[src/rtl/calc_pkg.sv]
// Shared types and constants for the keypad calculator: operator/state enums,
// 7-segment table, HD44780 command bytes, ASCII codes and a BCD helper.
package calc_pkg;

    typedef enum logic [1:0] {
        ADD = 2'd0,
        SUB = 2'd1,
        MUL = 2'd2,
        DIV = 2'd3
    } calc_op_t;

    typedef enum logic [1:0] {
        ENTRY_A = 2'd0,
        ENTRY_B = 2'd1,
        RESULT  = 2'd2
    } calc_state_t;

    localparam logic [7:0] SEG_TABLE [0:9] = '{
        8'h3F, 8'h06, 8'h5B, 8'h4F, 8'h66,
        8'h6D, 8'h7D, 8'h07, 8'h7F, 8'h6F
    };

    localparam logic [7:0] LCD_CMD_FUNCTION = 8'h38;
    localparam logic [7:0] LCD_CMD_DISPLAY  = 8'h0C;
    localparam logic [7:0] LCD_CMD_ENTRY    = 8'h06;
    localparam logic [7:0] LCD_CMD_CLEAR    = 8'h01;
    localparam logic [7:0] LCD_CMD_LINE1    = 8'h80;
    localparam logic [7:0] LCD_CMD_LINE2    = 8'hC0;

    localparam logic [7:0] ASCII_ZERO  = 8'h30;
    localparam logic [7:0] ASCII_SPACE = 8'h20;
    localparam logic [7:0] ASCII_PLUS  = 8'h2B;
    localparam logic [7:0] ASCII_MINUS = 8'h2D;
    localparam logic [7:0] ASCII_STAR  = 8'h2A;
    localparam logic [7:0] ASCII_SLASH = 8'h2F;
    localparam logic [7:0] ASCII_EQUAL = 8'h3D;
    localparam logic [7:0] ASCII_E     = 8'h45;
    localparam logic [7:0] ASCII_R     = 8'h72;

    function automatic logic [7:0] seg_pattern(input logic [3:0] digit);
        if (digit <= 4'd9)
            return SEG_TABLE[digit];
        return 8'h00;
    endfunction

    function automatic logic [7:0] op_ascii(input calc_op_t op);
        case (op)
            ADD:     return ASCII_PLUS;
            SUB:     return ASCII_MINUS;
            MUL:     return ASCII_STAR;
            default: return ASCII_SLASH;
        endcase
    endfunction

    function automatic logic [3:0] op_led(input calc_op_t op);
        return 4'b0001 << op;
    endfunction

    // One double-dabble iteration over eight BCD nibbles: add-3 correction, then shift in a bit.
    function automatic logic [31:0] dabble_step(input logic [31:0] acc, input logic bit_in);
        logic [31:0] adj;
        adj = acc;
        for (int k = 0; k < 8; k++) begin
            if (adj[4*k +: 4] >= 4'd5)
                adj[4*k +: 4] = adj[4*k +: 4] + 4'd3;
        end
        return 32'({adj, bit_in});
    endfunction

endpackage

[src/rtl/calc_lcd_ctrl.sv]
// HD44780 8-bit write-only driver: init sequence, then endless refresh of two
// 16-character lines taken from a 32-byte buffer (byte 0 = line 1, column 0).
module calc_lcd_ctrl
    import calc_pkg::*;
#(
    parameter int LCD_E_CYCLES    = 20,
    parameter int LCD_WAIT_CYCLES = 200000
) (
    input  logic         clk,
    input  logic         rst,
    input  logic [255:0] char_buf,
    output logic [7:0]   lcd_data,
    output logic         lcd_e,
    output logic         lcd_rs
);

    localparam int CNT_MAX = (LCD_WAIT_CYCLES > LCD_E_CYCLES) ? LCD_WAIT_CYCLES : LCD_E_CYCLES;
    localparam int CW      = $clog2(CNT_MAX + 1);

    typedef enum logic [1:0] {
        LCD_SETUP  = 2'd0,
        LCD_STROBE = 2'd1,
        LCD_HOLD   = 2'd2
    } lcd_state_t;

    lcd_state_t    state_q, state_n;
    logic [CW-1:0] cnt_q, cnt_n;
    logic [5:0]    step_q, step_n;
    logic          init_done_q, init_done_n;
    logic [7:0]    data_q, data_n;
    logic          rs_q, rs_n;
    logic [7:0]    cur_byte;
    logic          cur_rs;
    logic [4:0]    char_idx;

    // Refresh step 0 and 17 are the line-address commands; the rest are characters.
    always_comb begin
        cur_byte = LCD_CMD_CLEAR;
        cur_rs   = 1'b0;
        char_idx = '0;
        if (!init_done_q) begin
            case (step_q)
                6'd0:    cur_byte = LCD_CMD_FUNCTION;
                6'd1:    cur_byte = LCD_CMD_DISPLAY;
                6'd2:    cur_byte = LCD_CMD_ENTRY;
                default: cur_byte = LCD_CMD_CLEAR;
            endcase
        end else if (step_q == 6'd0) begin
            cur_byte = LCD_CMD_LINE1;
        end else if (step_q == 6'd17) begin
            cur_byte = LCD_CMD_LINE2;
        end else begin
            cur_rs   = 1'b1;
            char_idx = (step_q < 6'd17) ? 5'(step_q - 6'd1) : 5'(step_q - 6'd2);
            cur_byte = char_buf[{char_idx, 3'b000} +: 8];
        end
    end

    always_comb begin
        state_n     = state_q;
        cnt_n       = cnt_q;
        step_n      = step_q;
        init_done_n = init_done_q;
        data_n      = data_q;
        rs_n        = rs_q;
        case (state_q)
            LCD_SETUP: begin
                data_n  = cur_byte;
                rs_n    = cur_rs;
                cnt_n   = '0;
                state_n = LCD_STROBE;
            end
            LCD_STROBE: begin
                if (cnt_q == CW'(LCD_E_CYCLES - 1)) begin
                    cnt_n   = '0;
                    state_n = LCD_HOLD;
                end else begin
                    cnt_n = cnt_q + 1'b1;
                end
            end
            LCD_HOLD: begin
                if (cnt_q == CW'(LCD_WAIT_CYCLES - 1)) begin
                    cnt_n   = '0;
                    state_n = LCD_SETUP;
                    if (!init_done_q && step_q == 6'd3) begin
                        init_done_n = 1'b1;
                        step_n      = '0;
                    end else if (init_done_q && step_q == 6'd33) begin
                        step_n = '0;
                    end else begin
                        step_n = step_q + 6'd1;
                    end
                end else begin
                    cnt_n = cnt_q + 1'b1;
                end
            end
            default: state_n = LCD_SETUP;
        endcase
    end

    always_ff @(posedge clk or negedge rst) begin
        if (!rst) begin
            state_q     <= LCD_SETUP;
            cnt_q       <= '0;
            step_q      <= '0;
            init_done_q <= 1'b0;
            data_q      <= 8'h00;
            rs_q        <= 1'b0;
        end else begin
            state_q     <= state_n;
            cnt_q       <= cnt_n;
            step_q      <= step_n;
            init_done_q <= init_done_n;
            data_q      <= data_n;
            rs_q        <= rs_n;
        end
    end

    assign lcd_data = data_q;
    assign lcd_rs   = rs_q;
    assign lcd_e    = (state_q == LCD_STROBE);

endmodule

[src/rtl/keypad_calculator.sv]
// Four-function keypad calculator with 7-segment, LED and 16x2 LCD output.
// Define DEBOUNCE_EN to add a synchronizer + stable-time debouncer per button.
module keypad_calculator
    import calc_pkg::*;
#(
    parameter int LCD_E_CYCLES    = 20,
    parameter int LCD_WAIT_CYCLES = 200000
`ifdef DEBOUNCE_EN
    ,
    parameter int DEB_CYCLES      = 1000000
`endif
) (
    input  logic        clk,
    input  logic        rst,
    input  logic [11:0] i_sw_push,
    input  logic [7:0]  i_sw_dip,
    output logic [3:0]  o_led,
    output logic [7:0]  o_seg,
    output logic [7:0]  lcd_data,
    output logic        lcd_e,
    output logic        lcd_rs,
    output logic        lcd_rw
);

    logic [11:0] key_level_q, key_prev_q, key_rise;

`ifdef DEBOUNCE_EN
    localparam int DEB_CW = $clog2(DEB_CYCLES + 1);
    logic [11:0]       sync1_q, sync2_q;
    logic [DEB_CW-1:0] deb_cnt_q [12];

    // The level only flips after DEB_CYCLES consecutive samples disagree with it.
    always_ff @(posedge clk or negedge rst) begin
        if (!rst) begin
            sync1_q     <= '0;
            sync2_q     <= '0;
            key_level_q <= '0;
            for (int i = 0; i < 12; i++) deb_cnt_q[i] <= '0;
        end else begin
            sync1_q <= i_sw_push;
            sync2_q <= sync1_q;
            for (int i = 0; i < 12; i++) begin
                if (sync2_q[i] == key_level_q[i]) begin
                    deb_cnt_q[i] <= '0;
                end else if (deb_cnt_q[i] == DEB_CW'(DEB_CYCLES - 1)) begin
                    key_level_q[i] <= sync2_q[i];
                    deb_cnt_q[i]   <= '0;
                end else begin
                    deb_cnt_q[i] <= deb_cnt_q[i] + 1'b1;
                end
            end
        end
    end
`else
    always_ff @(posedge clk or negedge rst) begin
        if (!rst) key_level_q <= '0;
        else      key_level_q <= i_sw_push;
    end
`endif

    always_ff @(posedge clk or negedge rst) begin
        if (!rst) key_prev_q <= '0;
        else      key_prev_q <= key_level_q;
    end

    assign key_rise = key_level_q & ~key_prev_q;

    logic       evt_any, is_digit, is_op, is_eq;
    logic [3:0] evt_idx, evt_digit;

    // Ascending scan, so the highest rising index is the one kept.
    always_comb begin
        evt_any = 1'b0;
        evt_idx = '0;
        for (int i = 0; i < 12; i++) begin
            if (key_rise[i]) begin
                evt_any = 1'b1;
                evt_idx = 4'(i);
            end
        end
    end

    assign is_digit  = evt_any && (evt_idx >= 4'd2);
    assign is_op     = evt_any && (evt_idx == 4'd1);
    assign is_eq     = evt_any && (evt_idx == 4'd0);
    assign evt_digit = 4'd11 - evt_idx;

    calc_state_t        state_q, state_n;
    calc_op_t           op_q, op_n;
    logic               op_valid_q, op_valid_n;
    logic signed [14:0] a_q, a_n, b_q, b_n;
    logic signed [27:0] result_q, result_n;
    logic               error_q, error_n;
    logic [7:0]         seg_q, seg_n;

    logic signed [27:0] a_ext, b_ext, alu_result;
    logic               div_zero;
    logic [27:0]        res_abs;
    logic [13:0]        trunc_mag;
    logic signed [14:0] trunc_a, digit_val;

    always_comb begin
        a_ext    = {{13{a_q[14]}}, a_q};
        b_ext    = {{13{b_q[14]}}, b_q};
        div_zero = (op_q == DIV) && (b_q == '0);
        case (op_q)
            ADD:     alu_result = a_ext + b_ext;
            SUB:     alu_result = a_ext - b_ext;
            MUL:     alu_result = a_ext * b_ext;
            default: alu_result = div_zero ? '0 : a_ext / b_ext;
        endcase
        res_abs   = result_q[27] ? -result_q : result_q;
        trunc_mag = 14'(res_abs % 28'd10000);
        trunc_a   = result_q[27] ? -$signed({1'b0, trunc_mag}) : $signed({1'b0, trunc_mag});
        digit_val = $signed({11'd0, evt_digit});
    end

    // Calculator sequencing; the clear switch overrides every key event.
    always_comb begin
        state_n    = state_q;
        op_n       = op_q;
        op_valid_n = op_valid_q;
        a_n        = a_q;
        b_n        = b_q;
        result_n   = result_q;
        error_n    = error_q;
        seg_n      = seg_q;
        if (i_sw_dip[7]) begin
            state_n    = ENTRY_A;
            op_n       = ADD;
            op_valid_n = 1'b0;
            a_n        = '0;
            b_n        = '0;
            result_n   = '0;
            error_n    = 1'b0;
            seg_n      = SEG_TABLE[0];
        end else if (is_digit) begin
            seg_n = seg_pattern(evt_digit);
            case (state_q)
                ENTRY_A: if (a_q < 15'sd1000) a_n = a_q * 15'sd10 + digit_val;
                ENTRY_B: if (b_q < 15'sd1000) b_n = b_q * 15'sd10 + digit_val;
                default: begin
                    state_n    = ENTRY_A;
                    op_n       = ADD;
                    op_valid_n = 1'b0;
                    a_n        = digit_val;
                    b_n        = '0;
                    result_n   = '0;
                    error_n    = 1'b0;
                end
            endcase
        end else if (is_op) begin
            op_n       = calc_op_t'(i_sw_dip[1:0]);
            op_valid_n = 1'b1;
            state_n    = ENTRY_B;
            if (state_q != ENTRY_B) b_n = '0;
            if (state_q == RESULT) begin
                a_n      = error_q ? 15'sd0 : trunc_a;
                error_n  = 1'b0;
                result_n = '0;
            end
        end else if (is_eq && state_q == ENTRY_B) begin
            result_n = alu_result;
            error_n  = div_zero;
            state_n  = RESULT;
        end
    end

    always_ff @(posedge clk or negedge rst) begin
        if (!rst) begin
            state_q    <= ENTRY_A;
            op_q       <= ADD;
            op_valid_q <= 1'b0;
            a_q        <= '0;
            b_q        <= '0;
            result_q   <= '0;
            error_q    <= 1'b0;
            seg_q      <= SEG_TABLE[0];
        end else begin
            state_q    <= state_n;
            op_q       <= op_n;
            op_valid_q <= op_valid_n;
            a_q        <= a_n;
            b_q        <= b_n;
            result_q   <= result_n;
            error_q    <= error_n;
            seg_q      <= seg_n;
        end
    end

    assign o_seg  = seg_q;
    assign o_led  = op_valid_q ? op_led(op_q) : 4'b0000;
    assign lcd_rw = 1'b0;

    logic               unused_dip_bits;
    assign unused_dip_bits = ^i_sw_dip[6:2];

    logic signed [14:0] entry_val;
    logic [13:0]        entry_abs, last_entry_q, conv_sh_e;
    logic [26:0]        res_mag, last_res_q, conv_sh_r;
    logic               last_neg_q, conv_busy_q, result_neg_q;
    logic [15:0]        conv_acc_e, bcd_entry_q;
    logic [31:0]        conv_acc_r, bcd_result_q;
    logic [4:0]         conv_cnt_q;

    assign entry_val = (state_q == ENTRY_A) ? a_q : b_q;
    assign entry_abs = 14'(entry_val[14] ? -entry_val : entry_val);
    assign res_mag   = 27'(res_abs);

    // Both values run through one 27-step pass; the BCD outputs change only when it completes.
    always_ff @(posedge clk or negedge rst) begin
        if (!rst) begin
            last_entry_q <= '0;
            last_res_q   <= '0;
            last_neg_q   <= 1'b0;
            conv_sh_e    <= '0;
            conv_sh_r    <= '0;
            conv_acc_e   <= '0;
            conv_acc_r   <= '0;
            conv_cnt_q   <= '0;
            conv_busy_q  <= 1'b0;
            bcd_entry_q  <= '0;
            bcd_result_q <= '0;
            result_neg_q <= 1'b0;
        end else if (!conv_busy_q) begin
            if (entry_abs != last_entry_q || res_mag != last_res_q || result_q[27] != last_neg_q) begin
                last_entry_q <= entry_abs;
                last_res_q   <= res_mag;
                last_neg_q   <= result_q[27];
                conv_sh_e    <= entry_abs;
                conv_sh_r    <= res_mag;
                conv_acc_e   <= '0;
                conv_acc_r   <= '0;
                conv_cnt_q   <= '0;
                conv_busy_q  <= 1'b1;
            end
        end else begin
            if (conv_cnt_q < 5'd14) begin
                conv_acc_e <= 16'(dabble_step({16'd0, conv_acc_e}, conv_sh_e[13]));
                conv_sh_e  <= {conv_sh_e[12:0], 1'b0};
            end
            conv_acc_r <= dabble_step(conv_acc_r, conv_sh_r[26]);
            conv_sh_r  <= {conv_sh_r[25:0], 1'b0};
            conv_cnt_q <= conv_cnt_q + 5'd1;
            if (conv_cnt_q == 5'd26) begin
                conv_busy_q  <= 1'b0;
                bcd_entry_q  <= conv_acc_e;
                bcd_result_q <= dabble_step(conv_acc_r, conv_sh_r[26]);
                result_neg_q <= last_neg_q;
            end
        end
    end

    logic [15:0][7:0] line1_c, line2_c;
    logic             seen1, seen2;

    always_comb begin
        line1_c = {16{ASCII_SPACE}};
        line2_c = {16{ASCII_SPACE}};
        seen1   = 1'b0;
        seen2   = 1'b0;
        for (int i = 3; i >= 0; i--) begin
            if (bcd_entry_q[4*i +: 4] != 4'd0 || i == 0) seen1 = 1'b1;
            if (seen1) line1_c[15-i] = ASCII_ZERO | {4'h0, bcd_entry_q[4*i +: 4]};
        end
        if (state_q == ENTRY_B) line1_c[0] = op_ascii(op_q);
        if (state_q == RESULT) begin
            if (error_q) begin
                line2_c[0] = ASCII_E;
                line2_c[1] = ASCII_R;
                line2_c[2] = ASCII_R;
            end else begin
                line2_c[0] = ASCII_EQUAL;
                line2_c[1] = result_neg_q ? ASCII_MINUS : ASCII_SPACE;
                for (int i = 7; i >= 0; i--) begin
                    if (bcd_result_q[4*i +: 4] != 4'd0 || i == 0) seen2 = 1'b1;
                    if (seen2) line2_c[9-i] = ASCII_ZERO | {4'h0, bcd_result_q[4*i +: 4]};
                end
            end
        end
    end

    calc_lcd_ctrl #(
        .LCD_E_CYCLES    (LCD_E_CYCLES),
        .LCD_WAIT_CYCLES (LCD_WAIT_CYCLES)
    ) u_lcd (
        .clk      (clk),
        .rst      (rst),
        .char_buf ({line2_c, line1_c}),
        .lcd_data (lcd_data),
        .lcd_e    (lcd_e),
        .lcd_rs   (lcd_rs)
    );

endmodule

[config.mk]
export PLATFORM = sky130hd
export DESIGN_NAME = keypad_calculator
export DESIGN_NICKNAME = d
export VERILOG_FILES = /design/src/rtl/calc_pkg.sv /design/src/rtl/calc_lcd_ctrl.sv /design/src/rtl/keypad_calculator.sv
export SDC_FILE = /design/constraint.sdc
export NUM_CORES = 2
export LEC_CHECK = 0
export CAP_MARGIN = 10
export CORE_ASPECT_RATIO = 1.2
export CORE_MARGIN = 5
export CORE_UTILIZATION = 50
export DETAILED_ROUTE_END_ITERATION = 8
export PLACE_DENSITY = 0.68
export SETUP_SLACK_MARGIN = 0.15
export SLEW_MARGIN = 10
export SYNTH_ARGS = -nofsm -noshare
export SYNTH_HDL_FRONTEND = slang
export SYNTH_SLANG_ARGS = --single-unit
[constraint.sdc]
create_clock -name clk -period 90.8 [get_ports clk]
set_input_delay 9.08 -clock clk [delete_from_list [all_inputs] [get_ports clk]]
set_output_delay 9.08 -clock clk [all_outputs]
set_load 0.03 [all_outputs]
==> metrics.md <==
| Metric | Value |
|---|---|
| Status | `completed` |
| MaxCap Viol Count | `0` |
| Distinct cells, synth | `142` |
| Post-layout min period | `86.98 ns` |
| Critical path arrival | `87.44 ns` |
| Critical Path RT | `91.26 ns` |
| Global-route wire length before repair | `237,800 um` |
| FP Rows | `127` |
| Worst-path fanout max | `22` |
| Antenna Violating Nets Remaining | `0` |
| Iter 0 DRT Violations | `2,883` |
| Commonest non-fill, non-tap cell in the layout | `nand2_1` |
| Most frequent cells in the layout | `627 x nand2_1, 619 x ha_1, 536 x nor2_1` |
| #FFs+latches synth | `317` |
| Drt first pass iters | `5` |
| Worst path max stage delay | `0.42 ns` |
| Placer Congestion | `0.9414` |
| Layout cells sized above 1 | `14.33%` |
| Clock transition at path regs | `0.07 ns` |
| Synth top area share | `15.49%` |
| Slew Limit Fails | `0` |
| CORE AREA | `99,790 sq um` |
| Clock Skews | `0.02273 ns` |
| Total gr overflow | `0` |
| Achievable Freq | `11.50 MHz` |
| Final #Nets | `7,437` |
| Starting Density | `50.33%` |
| DRC | `0` |
| Post-CTS Hold Buffers | `0` |
| WS Path Type | `flop to flop` |
| Largest net degree at the start of global routing | `109` |
| Hold Fails Final Rpt | `0` |
| Cell Area, Synth | `50,230 sq um` |
| Port buffer count | `37` |
| Post-Route Utilization | `55.74%` |
| Worst Tran Pin Value | `1.200 ns` |
| Number of synthesized flops with an enable pin | `0` |
| DR vias/cell | `6.011` |
| Routed via count | `47,440` |
| Final setup viols | `0` |
| FFs w/ async S/R, synth | `100.0%` |
| Max_slew headroom | `19.74%` |
| Clk buf depth | `3` |
| Slowest-stage cell, CP | `a221o_2` |
| Worst skew pair latency | `0.60 ns` |
| Htree depth | `1` |
| Post-synth top flop | `dfrtp_1` |
| Final WL | `148,000 um` |
| Die ar. | `106,900 sq um` |
| Die Ht | `357.2 um` |
| Area delta synth->final | `10.74%` |
| Routed length per instance | `18.76 um` |
| Synth area leader | `dfrtp_1` |
| Final period utilization | `95.80%` |
| Startpoint Class | `flop` |
| IO Count | `45` |
| Synth Instances | `6,405` |
| RSZ-0062 raised after global routing | `true` |
| Worst Setup End Kind | `flop` |
| Crit-path most repeated cell | `o21a_1` |
| Worst hold path type | `flop to flop` |
| HPWL Detailed | `113,000 um` |
| Gr usage total | `26.79%` |
| Vias in the first global route | `46,230` |
| Synth area leaders | `dfrtp_1 15%, ha_1 15%, fa_1 8.6%` |
| Syn. warnings | `0` |
| Post-Place Worst Slack | `-0.009045 ns` |
| Fill cell count | `9,380` |
| Clk sinks | `317` |
| Root buffer cell | `clkbuf_16` |
| TritonCTS clock tree | `done` |
| Multi-input gate area | `40,130 sq um` |
| TritonCTS buffer count | `30` |
| Register area share after synthesis | `15.81%` |
| Initial antenna violation count | `5` |
| Syn_area_per_cell | `7.842 sq um` |
| Horiz. Die Dim | `299.3 um` |
| Final Worst Setup Slack | `3.818 ns` |
| Sequential Area | `7945 sq um` |
[stage by stage]
step	TNS [ns]	cell area [sq um]	hold slack, ns	cells
6_report	0	55620	0.3703	7892
3_5_place_dp	-0.009045	53750	0.3573	7791
2_1_floorplan	0	50230	0.3465	6406
3_3_place_gp	0	53750	0.3494	7791
4_1_cts	0	54850	0.3723	7847
5_1_grt	-1.700	55620	0.3801	7891
[layout make-up]
class,instances,area share (%)
Multi-Input combinational cell,5409,72.15
Tap cell,1290,2.902
Timing Repair Buffer,424,6.027
Inverter,395,2.684
Sequential cell,317,14.28
Clock buffer,37,1.469
Antenna cell,1,0.004499
Clock inverter,19,0.4769
[routing by layer]
layer | vias up | GRT usage [%] | part of all wire, %
met5 | - | 0 | 0.015
met4 | 4 | 12.53 | 5.5
met3 | 411 | 2.513 | 4.9
met2 | 1220 | 49.29 | 50
met1 | 22680 | 31.43 | 40
li1 | 23130 | - | -
[final timing paths]
check                               start              end  slack (ns)  cells after the start
min in group asynchronous             rst  u_lcd.cnt_q[14]        8.51                      1
max in group asynchronous             rst          a_q[14]       79.82                      3
max reg2reg                       b_q[13]      result_q[0]        3.82                    498
min                        key_level_q[8]    key_prev_q[8]        0.37                      0
max                               b_q[13]      result_q[0]        3.82                    498
min reg2reg                key_level_q[8]    key_prev_q[8]        0.37                      0
[worst max-delay path: cells and delay by family (launching register included)]
| family | cells | cell delay (ns) |
|---|---|---|
| AO/OA/AOI/OAI | 404 | 69.75 |
| adder cells (fa/ha/maj) | 27 | 7.61 |
| AND/OR/NAND/NOR | 47 | 5.23 |
| buffers and inverters | 17 | 2.79 |
| multiplexers | 3 | 0.96 |
| flip-flops | 1 | 0.40 |
[registers in the layout (all words and copies together), names as in the netlist, 15 cells and up]
signal and cells:
bcd_result_q 32, conv_acc_r 32, result_q 28, conv_sh_r 27, last_res_q 27, u_lcd.cnt_q 18, bcd_entry_q 16, conv_acc_e 16
a_q 15, b_q 15
[cells in the mapped netlist (183+ instances only)]
library cell / n
dfrtp_1: 311
nor3_1: 398
inv_1: 391
o21ai_0: 415
fa_1: 216
clkbuf_1: 232
or2_2: 183
a21oi_1: 451
xnor2_1: 209
nand2_1: 631
o21a_1: 346
ha_1: 622
nor2_1: 550
[kinds of logic after synthesis]
kind of cell             Yosys count  synth area share (%)
adder cells (fa/ha/maj)          846                 24.27
other                              1              0.007466
buffers and inverters            680                 5.276
AO/OA/AOI/OAI                   1743                 22.54
flip-flops                       317                 15.81
multiplexers                     189                 4.315
XOR/XNOR                         307                 5.493
AND/OR/NAND/NOR                 2322                 22.29
[what timing repair did]
action	4_1_cts	5_1_grt
endpoints found under the setup margin	1	2
cloned	0	1
buffers inserted	0	43
pin swaps	0	70
resized for setup	6	150
Power is not shown: default switching activity piles up to over one toggle a cycle in this logic, so the estimate is an artifact.
